===== config.mk =====
export PLATFORM = sky130hd
export DESIGN_NAME = bcd_mul3_gen_flat
export DESIGN_NICKNAME = d
export VERILOG_FILES = /design/src/rtl/bcd_mul3_gen_pkg.sv /design/src/rtl/bcd_mul3_gen_if.sv /design/src/rtl/bcd_mul3_gen_digit_add.sv /design/src/rtl/bcd_mul3_gen.sv /design/src/flat_wrapper.sv
export SDC_FILE = /design/constraint.sdc
export NUM_CORES = 1
export LEC_CHECK = 0
export ABC_CLOCK_PERIOD_IN_PS = 15000
export BUFFER_PORTS_ARGS = -buffer_cell sky130_fd_sc_hd__buf_2
export CAP_MARGIN = 0
export CORE_AREA = 4 4 85 87
export DETAILED_ROUTE_END_ITERATION = 6
export DIE_AREA = 0 0 89 91
export PLACE_DENSITY = 0.73
export SLEW_MARGIN = 0
export SYNTH_ARGS = -nofsm -noshare
export SYNTH_HDL_FRONTEND = slang
export SYNTH_SLANG_ARGS = --single-unit

===== constraint.sdc =====
create_clock -name clk -period 15 [get_ports clk]
set_input_delay 4.5 -clock clk [delete_from_list [all_inputs] [get_ports clk]]
set_output_delay 4.5 -clock clk [all_outputs]
set_load 0.005 [all_outputs]

===== src/rtl/bcd_mul3_gen_pkg.sv =====
// Shared types and helpers for the BCD multiple-of-three stream generator.
// Holds the FSM state encoding, BCD digit constants and digit helpers.
// Optional residue output is enabled with the BCD_MUL3_GEN_RESIDUE_EN macro.
package bcd_gen_pkg;

    typedef enum logic [1:0] {
        ST_IDLE = 2'd0,
        ST_RUN  = 2'd1,
        ST_DONE = 2'd2
    } state_t;

    localparam logic [3:0] BCD_NINE = 4'd9;
    localparam logic [3:0] STEP     = 4'd3;

    // A nibble is a legal BCD digit when it does not exceed nine.
    function automatic logic digit_ok(input logic [3:0] d);
        return (d <= BCD_NINE);
    endfunction

    // Residue of a single legal BCD digit modulo three.
    function automatic logic [1:0] digit_mod3(input logic [3:0] d);
        logic [1:0] r;
        case (d)
            4'd0, 4'd3, 4'd6, 4'd9: r = 2'd0;
            4'd1, 4'd4, 4'd7:       r = 2'd1;
            default:                r = 2'd2;
        endcase
        return r;
    endfunction

endpackage


===== src/rtl/bcd_mul3_gen_if.sv =====
// Stream bundle between a BCD generator and its controller/consumer.
// No latency of its own; carries the valid/ready item handshake.
// slave = generator side, master = controller/consumer side.
interface bcd_mul3_gen_if #(
    parameter int DIGITS = 8
);
    logic                  start;
    logic                  stop;
    logic [4*DIGITS-1:0]   seed;
    logic [4*DIGITS-1:0]   bcd_stream;
    logic                  out_valid;
    logic                  out_ready;
    logic                  done;
    logic                  seed_err;
    logic                  busy;
    logic [1:0]            residue;

    modport master (
        output start, stop, seed, out_ready,
        input  bcd_stream, out_valid, done, seed_err, busy, residue
    );

    modport slave (
        input  start, stop, seed, out_ready,
        output bcd_stream, out_valid, done, seed_err, busy, residue
    );
endinterface


===== src/rtl/bcd_mul3_gen_digit_add.sv =====
// Single BCD digit adder: digit + addend + carry in, decimal-corrected.
// Purely combinational, zero latency.
// No handshake; used as one stage of a ripple chain.
module bcd_digit_add
    import bcd_gen_pkg::*;
(
    input  logic [3:0] i_dig,
    input  logic [3:0] i_add,
    input  logic       i_cin,
    output logic [3:0] o_dig,
    output logic       o_cout
);

    logic [4:0] w_sum;

    // Binary sum, then subtract ten and carry when it leaves the BCD range.
    always_comb begin
        w_sum = {1'b0, i_dig} + {1'b0, i_add} + {4'd0, i_cin};
        if (w_sum > {1'b0, BCD_NINE}) begin
            o_dig  = w_sum[3:0] - 4'd10;
            o_cout = 1'b1;
        end else begin
            o_dig  = w_sum[3:0];
            o_cout = 1'b0;
        end
    end

endmodule


===== src/rtl/bcd_mul3_gen.sv =====
// Emits seed, seed+3, seed+6, ... in BCD until the next step would overflow DIGITS digits.
// First item one cycle after start; each accepted item advances in one cycle.
// Item held stable while out_ready is low; stop drops any pending item. Macro: BCD_MUL3_GEN_RESIDUE_EN.
module bcd_mul3_gen
    import bcd_gen_pkg::*;
#(
    parameter int DIGITS = 8
) (
    input  logic                  clk,
    input  logic                  rst_n,
    bcd_mul3_gen_if.slave         bus
);

    state_t                r_state;
    logic [4*DIGITS-1:0]   r_bcd;
    logic                  r_valid;
    logic                  r_done;
    logic                  r_err;
    logic                  r_busy;

    logic [4*DIGITS-1:0]   w_next;
    logic [DIGITS:0]       w_cin;
    logic                  w_seed_ok;

    assign w_cin[0] = 1'b0;

    // Ripple chain: digit 0 adds the step, higher digits only absorb the carry.
    for (genvar g = 0; g < DIGITS; g++) begin : g_dig
        localparam logic [3:0] ADDEND = (g == 0) ? STEP : 4'd0;
        bcd_digit_add u_add (
            .i_dig  (r_bcd[4*g +: 4]),
            .i_add  (ADDEND),
            .i_cin  (w_cin[g]),
            .o_dig  (w_next[4*g +: 4]),
            .o_cout (w_cin[g+1])
        );
    end

    // Seed is only loadable when every nibble is a legal BCD digit.
    always_comb begin
        w_seed_ok = 1'b1;
        for (int i = 0; i < DIGITS; i++) begin
            if (!digit_ok(bus.seed[4*i +: 4])) w_seed_ok = 1'b0;
        end
    end

`ifdef BCD_MUL3_GEN_RESIDUE_EN
    logic [1:0] r_res;
    logic [1:0] w_seed_res;
    logic [2:0] w_acc;

    // Seed residue: per-digit mod-3 table folded digit by digit, staying in 0..2.
    always_comb begin
        w_seed_res = 2'd0;
        w_acc      = 3'd0;
        for (int i = 0; i < DIGITS; i++) begin
            w_acc      = {1'b0, w_seed_res} + {1'b0, digit_mod3(bus.seed[4*i +: 4])};
            w_seed_res = (w_acc >= 3'd3) ? 2'(w_acc - 3'd3) : w_acc[1:0];
        end
    end

    assign bus.residue = r_res;
`else
    assign bus.residue = 2'd0;
`endif

    // Control FSM with all outputs registered; stop overrides every other request.
    always_ff @(posedge clk or negedge rst_n) begin
        if (!rst_n) begin
            r_state <= ST_IDLE;
            r_bcd   <= '0;
            r_valid <= 1'b0;
            r_done  <= 1'b0;
            r_err   <= 1'b0;
            r_busy  <= 1'b0;
`ifdef BCD_MUL3_GEN_RESIDUE_EN
            r_res   <= 2'd0;
`endif
        end else begin
            r_done <= 1'b0;
            r_err  <= 1'b0;
            case (r_state)
                ST_IDLE: begin
                    if (!bus.stop && bus.start) begin
                        if (w_seed_ok) begin
                            r_state <= ST_RUN;
                            r_bcd   <= bus.seed;
                            r_valid <= 1'b1;
                            r_busy  <= 1'b1;
`ifdef BCD_MUL3_GEN_RESIDUE_EN
                            r_res   <= w_seed_res;
`endif
                        end else begin
                            r_err <= 1'b1;
                        end
                    end
                end
                ST_RUN: begin
                    if (bus.stop) begin
                        r_state <= ST_IDLE;
                        r_valid <= 1'b0;
                        r_busy  <= 1'b0;
                    end else if (r_valid && bus.out_ready) begin
                        if (w_cin[DIGITS]) begin
                            // Next step would not fit: the accepted item was the last one.
                            r_state <= ST_DONE;
                            r_valid <= 1'b0;
                            r_busy  <= 1'b0;
                            r_done  <= 1'b1;
                        end else begin
                            r_bcd <= w_next;
                        end
                    end
                end
                ST_DONE: r_state <= ST_IDLE;
                default: r_state <= ST_IDLE;
            endcase
        end
    end

    assign bus.bcd_stream = r_bcd;
    assign bus.out_valid  = r_valid;
    assign bus.done       = r_done;
    assign bus.seed_err   = r_err;
    assign bus.busy       = r_busy;

endmodule


===== src/flat_wrapper.sv =====
// flat-port wrapper written by rule: the top's interface ports become plain ports
module bcd_mul3_gen_flat import bcd_gen_pkg::*;
#(
    parameter int DIGITS = 8
)
  (clk, rst_n, bus_start, bus_stop, bus_seed, bus_out_ready, bus_bcd_stream, bus_out_valid, bus_done, bus_seed_err, bus_busy, bus_residue);
  bcd_mul3_gen_if #(.DIGITS(DIGITS)) bus_i ();
  input  logic clk;
  input  logic rst_n;
  input wire logic [$bits(bus_i.start)-1:0] bus_start;
  input wire logic [$bits(bus_i.stop)-1:0] bus_stop;
  input wire logic [$bits(bus_i.seed)-1:0] bus_seed;
  input wire logic [$bits(bus_i.out_ready)-1:0] bus_out_ready;
  output wire logic [$bits(bus_i.bcd_stream)-1:0] bus_bcd_stream;
  output wire logic [$bits(bus_i.out_valid)-1:0] bus_out_valid;
  output wire logic [$bits(bus_i.done)-1:0] bus_done;
  output wire logic [$bits(bus_i.seed_err)-1:0] bus_seed_err;
  output wire logic [$bits(bus_i.busy)-1:0] bus_busy;
  output wire logic [$bits(bus_i.residue)-1:0] bus_residue;
  assign bus_i.start = bus_start;
  assign bus_i.stop = bus_stop;
  assign bus_i.seed = bus_seed;
  assign bus_i.out_ready = bus_out_ready;
  assign bus_bcd_stream = bus_i.bcd_stream;
  assign bus_out_valid = bus_i.out_valid;
  assign bus_done = bus_i.done;
  assign bus_seed_err = bus_i.seed_err;
  assign bus_busy = bus_i.busy;
  assign bus_residue = bus_i.residue;
  bcd_mul3_gen #(.DIGITS(DIGITS)) u_core (.clk(clk), .rst_n(rst_n), .bus(bus_i));
endmodule

# Word level (Yosys, flattened, before mapping)

Index checks and enable logic that the tools add are counted.

Add/subtract/negate cells: 16
Magnitude comparators: 16
Equal/unequal tests: 8
Mux-type cells: 49
Reduce and logical (&&, ||, !) cells: 8

Operator list:

| operator            | number |
|---|---|
| $mux 32             | 5 |
| $pmux 32 s2         | 1 |
| $gt 5x4->1 const B  | 8 |
| $add 4x1->5         | 7 |
| $le 4x4->1 const B  | 8 |
| $mux 4              | 8 |
| $sub 4x4->4 const B | 8 |
| $mux 1              | 28 |
| $mux 2              | 5 |
| $ne 2x1->1 const B  | 3 |
| $reduce_and 6->1    | 1 |
| $add 4x2->5 const B | 1 |
| $reduce_and 5->1    | 1 |
| $ne 2x2->1 const B  | 2 |
| $pmux 2 s2          | 1 |
| $reduce_and 4->1    | 1 |
| $ne 3x2->1 const B  | 1 |
| $ne 3x3->1 const B  | 1 |
| $eq 2x1->1 const B  | 1 |
| $logic_and 1x1->1   | 2 |
| $logic_not 2->1     | 1 |
| $pmux 1 s2          | 1 |
| $reduce_bool 2->1   | 1 |
| $logic_not 1->1     | 1 |

Bits in registers: 37
Output and inout bits: 38
Logic and storage cells: 102

# Longest topological paths before layout

Gate-level depths: netlist of the first run.

Word-level depth: 28
Mapped depth: 59
Gate-level depth less buffers: 58

# By module

From an unflattened synthesis of the first run, not the netlist that was laid out.

Cell total of the unflattened synthesis: 398
Area, all modules: 4212.8 um^2

By module, submodules not included:

| module        | instances | cells an instance | area each (um^2) | seq. area each (um^2) |
|---|---|---|---|---|
| bcd_mul3_gen  | 1         | 222               | 2521.2           | 925.9 |
| bcd_digit_add | 8         | 22                | 211.5            | 0.0 |

# Worst setup path after synthesis of the first run

OpenSTA, ideal clock, no wires.

Path kind: register to register
Start point: reg u_core.r_bcd[0], in the netlist u_core.bus.bcd_stream[0]
End point: reg u_core.r_bcd[14], in the netlist u_core.bus.bcd_stream[14]
Data arrival time: 11037 ps
Path slack: 3823 ps
Stages on the path, launching flop included: 58
Buffers on the path: 1
Clock period less this slack: 11177 ps
Cell sequence: dfrtp_1 > inv_1 > ha_1 > xor2_1 > ha_1 > a22oi_1 > a21boi_1 > inv_1 > ha_1 > ha_1 > xnor2_1 > ha_1 > a21boi_0 > o31a_1 > inv_1 > ha_1 > ha_1 > xnor2_1 > (+22 left out) > a21boi_0 > o31a_1 > inv_1 > ha_1 > ha_1 > xnor2_1 > ha_1 > a21boi_0 > o31a_1 > inv_1 > ha_1 > ha_1 > o22a_1 > o22ai_1 > a41oi_1 > buf_2 > nand2_1 > o21ai_0

Longest elaborated chain between the ends: 26

Ends and longest elaborated chain:

| item                              | RTL line                     | RTL |
|---|---|---|
| from (decl)                       | bcd_mul3_gen.sv:15           | `logic [4*DIGITS-1:0] r_bcd;` |
| from (signal assigned)            | bcd_mul3_gen.sv:87           | `r_bcd <= bus.seed;` |
| from (signal assigned)            | bcd_mul3_gen.sv:111          | `r_bcd <= w_next;` |
| $add 4x2->5 (*)                   | bcd_mul3_gen_digit_add.sv:18 | `w_sum = {1'b0, i_dig} + {1'b0, i_add} + {4'd0, i_cin};` |
| $gt 5x4->1 (*)                    | bcd_mul3_gen_digit_add.sv:19 | `if (w_sum > {1'b0, BCD_NINE}) begin` |
| $mux 1 (*)                        | bcd_mul3_gen_digit_add.sv:19 |  |
| $add 4x1->5 (*)                   | bcd_mul3_gen_digit_add.sv:18 |  |
| $gt 5x4->1 (*)                    | bcd_mul3_gen_digit_add.sv:19 |  |
| $mux 1 (*)                        | bcd_mul3_gen_digit_add.sv:19 |  |
| $add 4x1->5 (*)                   | bcd_mul3_gen_digit_add.sv:18 |  |
| $gt 5x4->1 (*)                    | bcd_mul3_gen_digit_add.sv:19 |  |
| (+10 left out)                    | -                            |  |
| $add 4x1->5                       | bcd_mul3_gen_digit_add.sv:18 |  |
| $gt 5x4->1                        | bcd_mul3_gen_digit_add.sv:19 |  |
| $mux 1                            | bcd_mul3_gen_digit_add.sv:19 |  |
| $add 4x1->5                       | bcd_mul3_gen_digit_add.sv:18 |  |
| $gt 5x4->1                        | bcd_mul3_gen_digit_add.sv:19 |  |
| $mux 1                            | bcd_mul3_gen_digit_add.sv:19 |  |
| $ne 2x2->1 (no source line)       | -                            |  |
| $reduce_and 6->1 (no source line) | -                            |  |

Mark *: on every way between the ends. The rest lies on a longest branch, timed or not. The select of a mux whose other input is x is not followed.
A chain may end at the register's enable or synchronous reset.

# Worst setup path in the final report of the first run

Start point: reg u_core.r_bcd[0], in the netlist u_core.bus.bcd_stream[0]
End point: reg u_core.r_bcd[31], in the netlist u_core.bus.bcd_stream[31]

Longest elaborated chain between the ends: 28

Ends and longest elaborated chain:

| item                                             | RTL line                                                   | RTL |
|---|---|---|
| $add 4x2->5 (*)                                  | bcd_mul3_gen_digit_add.sv:18                               |  |
| $gt 5x4->1 (*)                                   | bcd_mul3_gen_digit_add.sv:19                               |  |
| $mux 1 (*)                                       | bcd_mul3_gen_digit_add.sv:19                               |  |
| $add 4x1->5 (*)                                  | bcd_mul3_gen_digit_add.sv:18                               |  |
| $gt 5x4->1 (*)                                   | bcd_mul3_gen_digit_add.sv:19                               |  |
| $mux 1 (*)                                       | bcd_mul3_gen_digit_add.sv:19                               |  |
| $add 4x1->5 (*)                                  | bcd_mul3_gen_digit_add.sv:18                               |  |
| $gt 5x4->1 (*)                                   | bcd_mul3_gen_digit_add.sv:19                               |  |
| (+12 left out)                                   | -                                                          |  |
| $mux 1 (*)                                       | bcd_mul3_gen_digit_add.sv:19                               |  |
| $add 4x1->5 (*)                                  | bcd_mul3_gen_digit_add.sv:18                               |  |
| $sub 4x4->4 / $gt 5x4->1 (equally long branches) | bcd_mul3_gen_digit_add.sv:20, bcd_mul3_gen_digit_add.sv:19 |  |
| $mux 4                                           | bcd_mul3_gen_digit_add.sv:19                               |  |
| $mux 32                                          | bcd_mul3_gen.sv:104                                        | `if (w_cin[DIGITS]) begin` |
| $mux 32                                          | bcd_mul3_gen.sv:103                                        | `end else if (r_valid && bus.out_ready) begin` |
| $mux 32                                          | bcd_mul3_gen.sv:99                                         | `if (bus.stop) begin` |
| $pmux 32 s2                                      | bcd_mul3_gen.sv:82                                         | `case (r_state)` |

Marked as above.

==> results of run 1 <==
## cell families after synthesis
kind of cell	count (synthesis)	share of synthesized area [%]
adders and majority gates	30	13.2
and+or+nand+nor	112	17.9
AOI/OAI and AO/OA	110	24.0
xor gates and xnor gates	21	6.48
buffers and inverters	34	5.33
other	1	0.132
DFF	37	32.6
muxes	1	0.353
## registers in the layout, indices dropped and copies added (netlist names)
signal	count
u_core.bus.done	1
u_core.bus.seed_err	1
u_core.bus.out_valid	1
u_core.bus.bcd_stream	32
u_core.r_state	2
## worst max-delay path, delay by kind of cell, from the launching register on
kind | cells | cell delay [ps]
adder cells (fa/ha/maj) | 22 | 4820
XOR/XNOR | 7 | 2110
AO/OA/AOI/OAI | 19 | 4540
AND/OR/NAND/NOR | 1 | 50
flip-flops | 1 | 390
buffers and inverters | 8 | 860
## final timing paths
kind / slack [ps] / endpoint
max reg2reg: 2080 / u_core.bus.bcd_stream[31]
min: 550 / u_core.bus.bcd_stream[27]
min reg2reg: 550 / u_core.bus.bcd_stream[27]
max in group asynchronous: 10110 / u_core.bus.bcd_stream[21]
min in group asynchronous: 4330 / u_core.bus.bcd_stream[8]
max: 2080 / u_core.bus.bcd_stream[31]
## cell usage in the layout (no fill, tap or decap), types with 2 or more instances in the layout
| master | instances |
|---|---|
| xnor2_1 | 14 |
| buf_2 | 72 |
| nand3_1 | 14 |
| o31a_1 | 5 |
| conb_1 | 2 |
| dfrtp_1 | 37 |
| a21oi_1 | 19 |
| nand2b_1 | 4 |
| xor2_1 | 7 |
| o211ai_1 | 11 |
| clkbuf_8 | 5 |
| o21ai_1 | 11 |
| o21bai_1 | 6 |
| clkbuf_1 | 3 |
| and3_1 | 6 |
| a21boi_0 | 5 |
| nor4_1 | 2 |
| ha_1 | 30 |
| nor2_1 | 25 |
| o22ai_1 | 2 |
| nand2_1 | 53 |
| buf_4 | 4 |
| nor3_1 | 3 |
| a31oi_1 | 14 |
| inv_1 | 17 |
| o21ai_0 | 27 |
## area by class of cell
class                           instances  area share [%]
Multi-Input combinational cell        276            53.3
Clock buffer                            8            2.40
Timing Repair Buffer                   76            11.7
Sequential cell                        37            27.8
Inverter                               17            1.92
Tap cell                               77            2.89
## stage by stage
step / total power [uW] / hold slack (ps) / utilization, %
after global routing: 381 / 593 / 52.5
after CTS: 352 / 552 / 52.5
after detailed placement: 281 / 533 / 51.2
after floorplan: 232 / 519 / -
after global placement: 275 / 521 / 51.2
final: 347 / 547 / 52.5
## power breakdown
group          internal [uW]  switching [uW]  total, uW
Sequential               117            20.1        137
Clock                   33.1            36.1       69.2
Combinational           65.4            75.4        141
## layer usage
metal | up-vias | part of all wire [%] | global-route usage [%]
met5 | - | 0 | 0
met4 | 0 | 1.4 | 5.46
met3 | 8 | 5.3 | 3.44
met2 | 66 | 47 | 30.4
met1 | 1282 | 46 | 23.9
li1 | 1357 | - | -
==> metrics.yaml, run 1 <==
sta:
  post-route-worst-setup-slack_ps: 2080
  worstMarginPinSlew_ps: 896
  period_share_pct: 86.1
  slew_violations: 0
  setup_violations: 0
  max_freq_mhz: 77.4
  final.min_clock_period_ps: 12920
  relSlewSlack_pct: 40.3
  tns_ps: 0
  rsz0062_at_grt: "false"
  hold_violations: 0
  fin_skew_ps: 3.80
synth:
  synth_top_area_share_pct: 32.6
  yosysWarnings: 0
  avgSynthCellArea_um2: 8.21
  synth_edf_count: 0
  ys_seq_area_share_pct: 32.6
  synth_ff_type: "dfrtp_1"
  synthTopCellsByCount: "53 x nand2_1, 37 x dfrtp_1, 30 x ha_1, 27 x o21ai_0, 25 x nor2_1"
  synth.distinct_cells: 40
  ys_seq_elements: 37
  synth_area_leaders: "dfrtp_1 33%, ha_1 13%, nand2_1 7.0%"
  netlist_instances: 346
  synth.most_common_cell: "nand2_1"
  synth-async-reset-ratio_pct: 100
  synth_area_um2: 2840
  synth_top_area_cell: "dfrtp_1"
floorplanning:
  ios: 75
  die_width_um: 89
  die_area_um2: 8100
  initial_core_util_pct: 44.7
  coreArea_um2: 6350
  row_count: 29
  dieHeight_um: 91
placed_design:
  dpl_cell_area_um2: 3250
  place_hpwl_um: 5290
  gp_congestion: 0.865
  pre_cts_slack_ps: 2180
  dpl.cell_count: 483
  io_buffer_count: 72
global_route:
  grt_pass1_wl_um: 11900
  antenna_found_initial: 0
  grtUsageTotal_pct: 18.3
  grt_pass1_vias: 2605
  grt_max_degree: 41
  grt.overflow.total: 0
drt:
  antenna_left: 0
  routedWlPerCell_um: 14.6
  drc: 0
  via_count: 2713
  firstDrtPassIters: 4
  wirelength_um: 7160
  first_iter_violations: 77
  viasPerCell: 5.53
setup_path:
  critPathMaxFanout: 17
  r2r_start: "u_core.bus.bcd_stream[0]"
  start_kind: "flip-flop"
  startpoint: "u_core.bus.bcd_stream[0]"
  crit_path_end_kind: "flip-flop"
  worst_path_max_delay_cell: "dfrtp_1"
  r2r_cells: 57
  required_ps: 15170
  cp.arrival_ps: 13090
  path_common_cell: "ha_1"
  critical_path_class: "flip-flop to flip-flop"
  cp_slowest_stage_delay_ps: 390
power_and_ir_drop:
  vdd_drop_max_mv: 0.0536
  leakagePower_uw: 0.00168
  p_per_area_nw_per_um2: 104
job:
  maxCapViolCount: 0
hold_path:
  hold_path.class: "flip-flop to flip-flop"
  hp-start: "u_core.bus.bcd_stream[27]"
  min_path_cells: 2
cells_and_area:
  design_area_um2: 3330
  nets: 480
  multi_input_comb_area_um2: 1780
  drive_gt1_share_pct: 20.5
  fin_cells: 491
  seqCellArea_um2: 926
  n_antenna_cell: 0
  num-fill-cells: 619
  syn_to_final_growth_pct: 17.4
clock_network:
  cts_tree: "built"
  cts_max_path_buffers: 2
  cts_buffers: 5
  path_clk_slew_ps: 70
  clkLatencyLatePin_ps: 290
  cts_hold_buf: 0
  cts.sinks: 37
  ctsResizeCount: 0
  cts_root_buffer: "clkbuf_8"
  htreeDepth: 2
  postCtsSetupRepairBufs: 0
outcome:
  status: "completed"
No activity file was read; power rests on OpenSTA's default activity.
==> run 2, diff against run 1 <==
--- a/config.mk
+++ b/config.mk
@@ -8,10 +8,10 @@
 export ABC_CLOCK_PERIOD_IN_PS = 15000
 export BUFFER_PORTS_ARGS = -buffer_cell sky130_fd_sc_hd__buf_2
 export CAP_MARGIN = 0
-export CORE_AREA = 4 4 85 87
+export CORE_AREA = 4 4 83 85
 export DETAILED_ROUTE_END_ITERATION = 6
-export DIE_AREA = 0 0 89 91
-export PLACE_DENSITY = 0.73
+export DIE_AREA = 0 0 87 89
+export PLACE_DENSITY = 0.76
 export SLEW_MARGIN = 0
 export SYNTH_ARGS = -nofsm -noshare
 export SYNTH_HDL_FRONTEND = slang
==> metrics.yaml, run 2 (synthesized netlist as in run 1, its figures left out) <==
drt:
  drc: 0
  top_layer: "met4"
  first_iter_violations: 136
  routedWlPerCell_um: 15.1
  wl_met3_um: 394
  firstDrtPassIters: 4
  wl_met2_um: 3590
  via_count: 2719
  antenna_left: 0
  wl_met1_um: 3300
  viasPerCell: 5.54
  wirelength_um: 7400
floorplanning:
  initial_core_util_pct: 45.8
  ios: 75
  die_width_um: 87
  coreArea_um2: 6200
  dieHeight_um: 89
  die_area_um2: 7740
  row_count: 29
setup_path:
  cp_slowest_stage_delay_ps: 540
  crit_path_end_kind: "flip-flop"
  worst_path_max_delay_cell: "a41o_1"
  critPathMaxFanout: 29
  required_ps: 15220
  path_common_cell: "ha_1"
  cp.arrival_ps: 13710
  start_kind: "flip-flop"
  critical_path_class: "flip-flop to flip-flop"
power_and_ir_drop:
  p_sw_share_pct: 38.0
  vdd_drop_max_mv: 0.0563
  internal_power_uw: 225
  switching_power_uw: 138
  pwr-share-comb_pct: 39.5
  p_per_area_nw_per_um2: 108
  seq_power_share_pct: 38.2
  clkPwrFrac_pct: 22.3
  leakagePower_uw: 0.00170
sta:
  slew_violations: 0
  final.min_clock_period_ps: 13490
  max_freq_mhz: 74.1
  setup_violations: 0
  fin_skew_ps: 8.62
  hold_violations: 0
  rsz0062_at_grt: "false"
  tns_ps: 0
  relSlewSlack_pct: 41.1
  worstMarginPinSlew_ps: 880
  period_share_pct: 89.9
cells_and_area:
  largest_reg_flops: 32
  final_cell_mix: "72 x buf_2, 53 x nand2_1, 37 x dfrtp_1"
  drive_gt1_share_pct: 21.3
  syn_to_final_growth_pct: 18.1
  nets: 480
  fin_cells: 491
  final_common_cell: "buf_2"
  n_antenna_cell: 0
  num-fill-cells: 586
clock_network:
  cts_tree: "built"
  ctsResizeCount: 0
  htreeDepth: 2
  cts_buffers: 5
  postCtsSetupRepairBufs: 0
  cts_max_path_buffers: 2
  path_clk_slew_ps: 80
  clkLatencyLatePin_ps: 300
  cts_root_buffer: "clkbuf_8"
  cts_hold_buf: 0
  cts.sinks: 37
outcome:
  status: "completed"
global_route:
  grt_pass1_vias: 2749
  grtUsageTotal_pct: 20.4
  grt_max_degree: 38
  grt.overflow.total: 0
  grt_pass1_wl_um: 12500
  antenna_found_initial: 0
job:
  maxCapViolCount: 0
placed_design:
  io_buffer_count: 72
  gp_congestion: 0.903
  place_hpwl_um: 5550
  dpl.cell_count: 483
hold_path:
  hold_path.class: "flip-flop to flip-flop"
==> run 2: cell types whose count changed in the layout (fill, tap and decap cells not counted), sizes merged <==
cell and change:
clkbuf -1, clkinv +1
==> run 2: worst paths after layout <==
check,from,endpoint,slack [ps],cells after the start
max,u_core.bus.bcd_stream[0],u_core.bus.bcd_stream[2],1510,57
min,u_core.bus.bcd_stream[15],u_core.bus.bcd_stream[15],550,2
max reg2reg,u_core.bus.bcd_stream[0],u_core.bus.bcd_stream[2],1510,57
min reg2reg,u_core.bus.bcd_stream[15],u_core.bus.bcd_stream[15],550,2
max in group asynchronous,rst_n,u_core.bus.bcd_stream[2],10130,1
min in group asynchronous,rst_n,u_core.bus.bcd_stream[26],4320,1
==> run 2: layout make-up <==
class	count	area, um2	area share, %
multi-input combinational	276	1780	52.9
clock inverter	1	5.00	0.149
clock buffer	7	96.3	2.87
timing repair buffer	76	390	11.6
inverter	17	63.8	1.90
tap	77	96.3	2.87
sequential	37	926	27.6
==> run 2: metrics by stage <==
stage | hold WS (ps) | power, uW | area (um2) | utilization [%] | worst slack [ps]
2_1_floorplan | 519 | 232 | 2840 | - | 3820
6_report | 548 | 362 | 3350 | 54.0 | 1510
3_3_place_gp | 526 | 275 | 3250 | 52.4 | 2440
3_5_place_dp | 533 | 282 | 3250 | 52.4 | 1720
5_1_grt | 593 | 392 | 3350 | 54.0 | 452
4_1_cts | 552 | 363 | 3350 | 54.0 | 1610
==> run 2: per-layer routing <==
metal / vias to the layer above / track usage (%)
met5: - / 0
met4: 0 / 7.08
met3: 12 / 3.78
met2: 77 / 35.5
met1: 1267 / 25.2
li1: 1363 / -
==> run 2: power groups by stage <==
| stage | clock (uW) | sequential (uW) | combinational, uW |
|---|---|---|---|
| after floorplan | 0 | 138 | 94.8 |
| after global placement | 0 | 139 | 136 |
| after detailed placement | 0 | 140 | 142 |
| after CTS | 81.7 | 138 | 143 |
| after global routing | 86.8 | 141 | 164 |
| final | 80.8 | 138 | 143 |
==> run 2: critical path: cells and delay by family, from the launching register on <==
family	cells	cell delay [ps]
buffers and inverters	8	930
DFF	1	410
adders and majority gates	22	4960
AOI/OAI and AO/OA	19	4940
xor gates and xnor gates	7	2110
and+or+nand+nor	1	60
==> run 3, diff against run 2 <==
--- a/config.mk
+++ b/config.mk
@@ -12,6 +12,7 @@
 export DETAILED_ROUTE_END_ITERATION = 6
 export DIE_AREA = 0 0 87 89
 export PLACE_DENSITY = 0.76
+export REMOVE_ABC_BUFFERS = 1
 export SLEW_MARGIN = 0
 export SYNTH_ARGS = -nofsm -noshare
 export SYNTH_HDL_FRONTEND = slang
==> metrics.yaml, run 3 (synthesized netlist as in run 1, its figures left out) <==
floorplanning:
  dieHeight_um: 89
  die_width_um: 87
  coreArea_um2: 6200
  die_area_um2: 7740
  ios: 75
  initial_core_util_pct: 45.8
  row_count: 29
clock_network:
  htreeDepth: 2
  clkLatencyLatePin_ps: 290
  cts_buffers: 5
  cts_hold_buf: 0
  cts_tree: "built"
  path_clk_slew_ps: 80
  cts.sinks: 37
  cts_root_buffer: "clkbuf_8"
  cts_max_path_buffers: 2
  postCtsSetupRepairBufs: 0
  ctsResizeCount: 0
drt:
  viasPerCell: 5.48
  firstDrtPassIters: 4
  via_count: 2685
  antenna_left: 0
  routedWlPerCell_um: 14.7
  drc: 0
  wirelength_um: 7220
  first_iter_violations: 104
sta:
  whs_ps: 551
  slew_violations: 0
  max_freq_mhz: 75.6
  period_share_pct: 88.2
  fin_skew_ps: 8.06
  final.min_clock_period_ps: 13240
  tns_ps: 0
  setup_violations: 0
  rsz0062_at_grt: "false"
  worstMarginPinSlew_ps: 1110
  relSlewSlack_pct: 26.0
  hold_violations: 0
setup_path:
  critical_path_class: "flip-flop to flip-flop"
  required_ps: 15120
  path_common_cell: "ha_1"
  timing.rr.end: "u_core.bus.bcd_stream[31]"
  critPathMaxFanout: 24
  cp_num_buf_inv: 7
  r2r_start: "u_core.bus.bcd_stream[0]"
  worst_path_max_delay_cell: "a41oi_2"
  crit_path_end_kind: "flip-flop"
  critical_path.top_delay_family: "compound AO/OA/AOI/OAI gates"
  r2r_cells: 56
  start_kind: "flip-flop"
  cp.arrival_ps: 13360
  cp_slowest_stage_delay_ps: 650
  r2r_slack_ps: 1760
cells_and_area:
  nets: 479
  final_cell_mix: "72 x buf_2, 53 x nand2_1, 37 x dfrtp_1"
  syn_to_final_growth_pct: 17.3
  n_antenna_cell: 0
  largest_reg_flops: 32
  final_common_cell: "buf_2"
  drive_gt1_share_pct: 21.1
global_route:
  use_met2_pct: 36.4
  grt.overflow.total: 0
  grt_pass1_vias: 2629
  grt_util_met3_pct: 2.95
  use_met1_pct: 24.4
  antenna_found_initial: 0
  grtUsageTotal_pct: 19.7
  grt_pass1_wl_um: 12200
  grt_max_degree: 38
  top_usage_layer: "met2"
hold_path:
  hold_path_end: "u_core.bus.bcd_stream[11]"
  min_path_cells: 2
  hold_path.class: "flip-flop to flip-flop"
  hp-start: "u_core.bus.bcd_stream[11]"
power_and_ir_drop:
  leakagePower_uw: 0.00168
  power_uw: 351
  p_per_area_nw_per_um2: 105
  vdd_drop_max_mv: 0.0479
outcome:
  status: "completed"
placed_design:
  io_buffer_count: 72
  gp_congestion: 0.904
  place_hpwl_um: 5420
job:
  maxCapViolCount: 0
==> run 3: cell types whose count changed in the layout (fill, tap and decap cells not counted) <==
cell        delta
clkinv_2       +1
buf_4          -1
clkinvlp_4     +1
clkbuf_8       -2
==> run 3: worst max path at each step <==
stage                                         from                        end  cells past startpoint
after floorplan           u_core.bus.bcd_stream[0]  u_core.bus.bcd_stream[14]                     56
after CTS                 u_core.bus.bcd_stream[0]  u_core.bus.bcd_stream[31]                     56
after global placement    u_core.bus.bcd_stream[0]   u_core.bus.bcd_stream[1]                     56
final                     u_core.bus.bcd_stream[0]  u_core.bus.bcd_stream[31]                     56
after global routing      u_core.bus.bcd_stream[0]  u_core.bus.bcd_stream[31]                     56
after detailed placement  u_core.bus.bcd_stream[0]  u_core.bus.bcd_stream[31]                     56
==> run 3: layout make-up <==
type / count / area, um2
sequential: 37 / 926
clock buffer: 5 / 68.8
clock inverter: 3 / 17.5
fill: 579 / 2870
multi-input combinational: 276 / 1780
tap: 77 / 96.3
inverter: 17 / 63.8
timing repair buffer: 75 / 383
==> run 3: routing by layer <==
metal	up-vias	routed length (um)	share of wire (%)
met1	1264	3150	44
met5	-	0	0
met3	5	334	4.6
li1	1356	-	-
met2	60	3700	51
met4	0	42	0.58
==> run 3: report_power, final <==
part / internal (uW) / leakage, uW / switching, uW
Sequential: 117 / 0.000481 / 19.8
Clock: 32.1 / 0.0000439 / 37.9
Combinational: 65.9 / 0.00116 / 77.6
Total: 215 / 0.00168 / 135
==> run 3: stage by stage <==
| stage | utilization [%] | std cells | area [um2] | worst slack (ps) |
|---|---|---|---|---|
| 3_3_place_gp | 52.3 | 482 | 3240 | 2610 |
| 5_1_grt | 53.7 | 490 | 3330 | 354 |
| 6_report | 53.7 | 490 | 3330 | 1760 |
| 4_1_cts | 53.7 | 490 | 3330 | 1800 |
| 3_5_place_dp | 52.3 | 482 | 3240 | 1880 |
| 2_1_floorplan | - | 330 | 2760 | 3270 |
==> run 3: tightest hold or removal path, delay by kind of cell, from the launching register on <==
kind | cells | cell delay [ps]
flops | 1 | 400
simple gates | 2 | 110
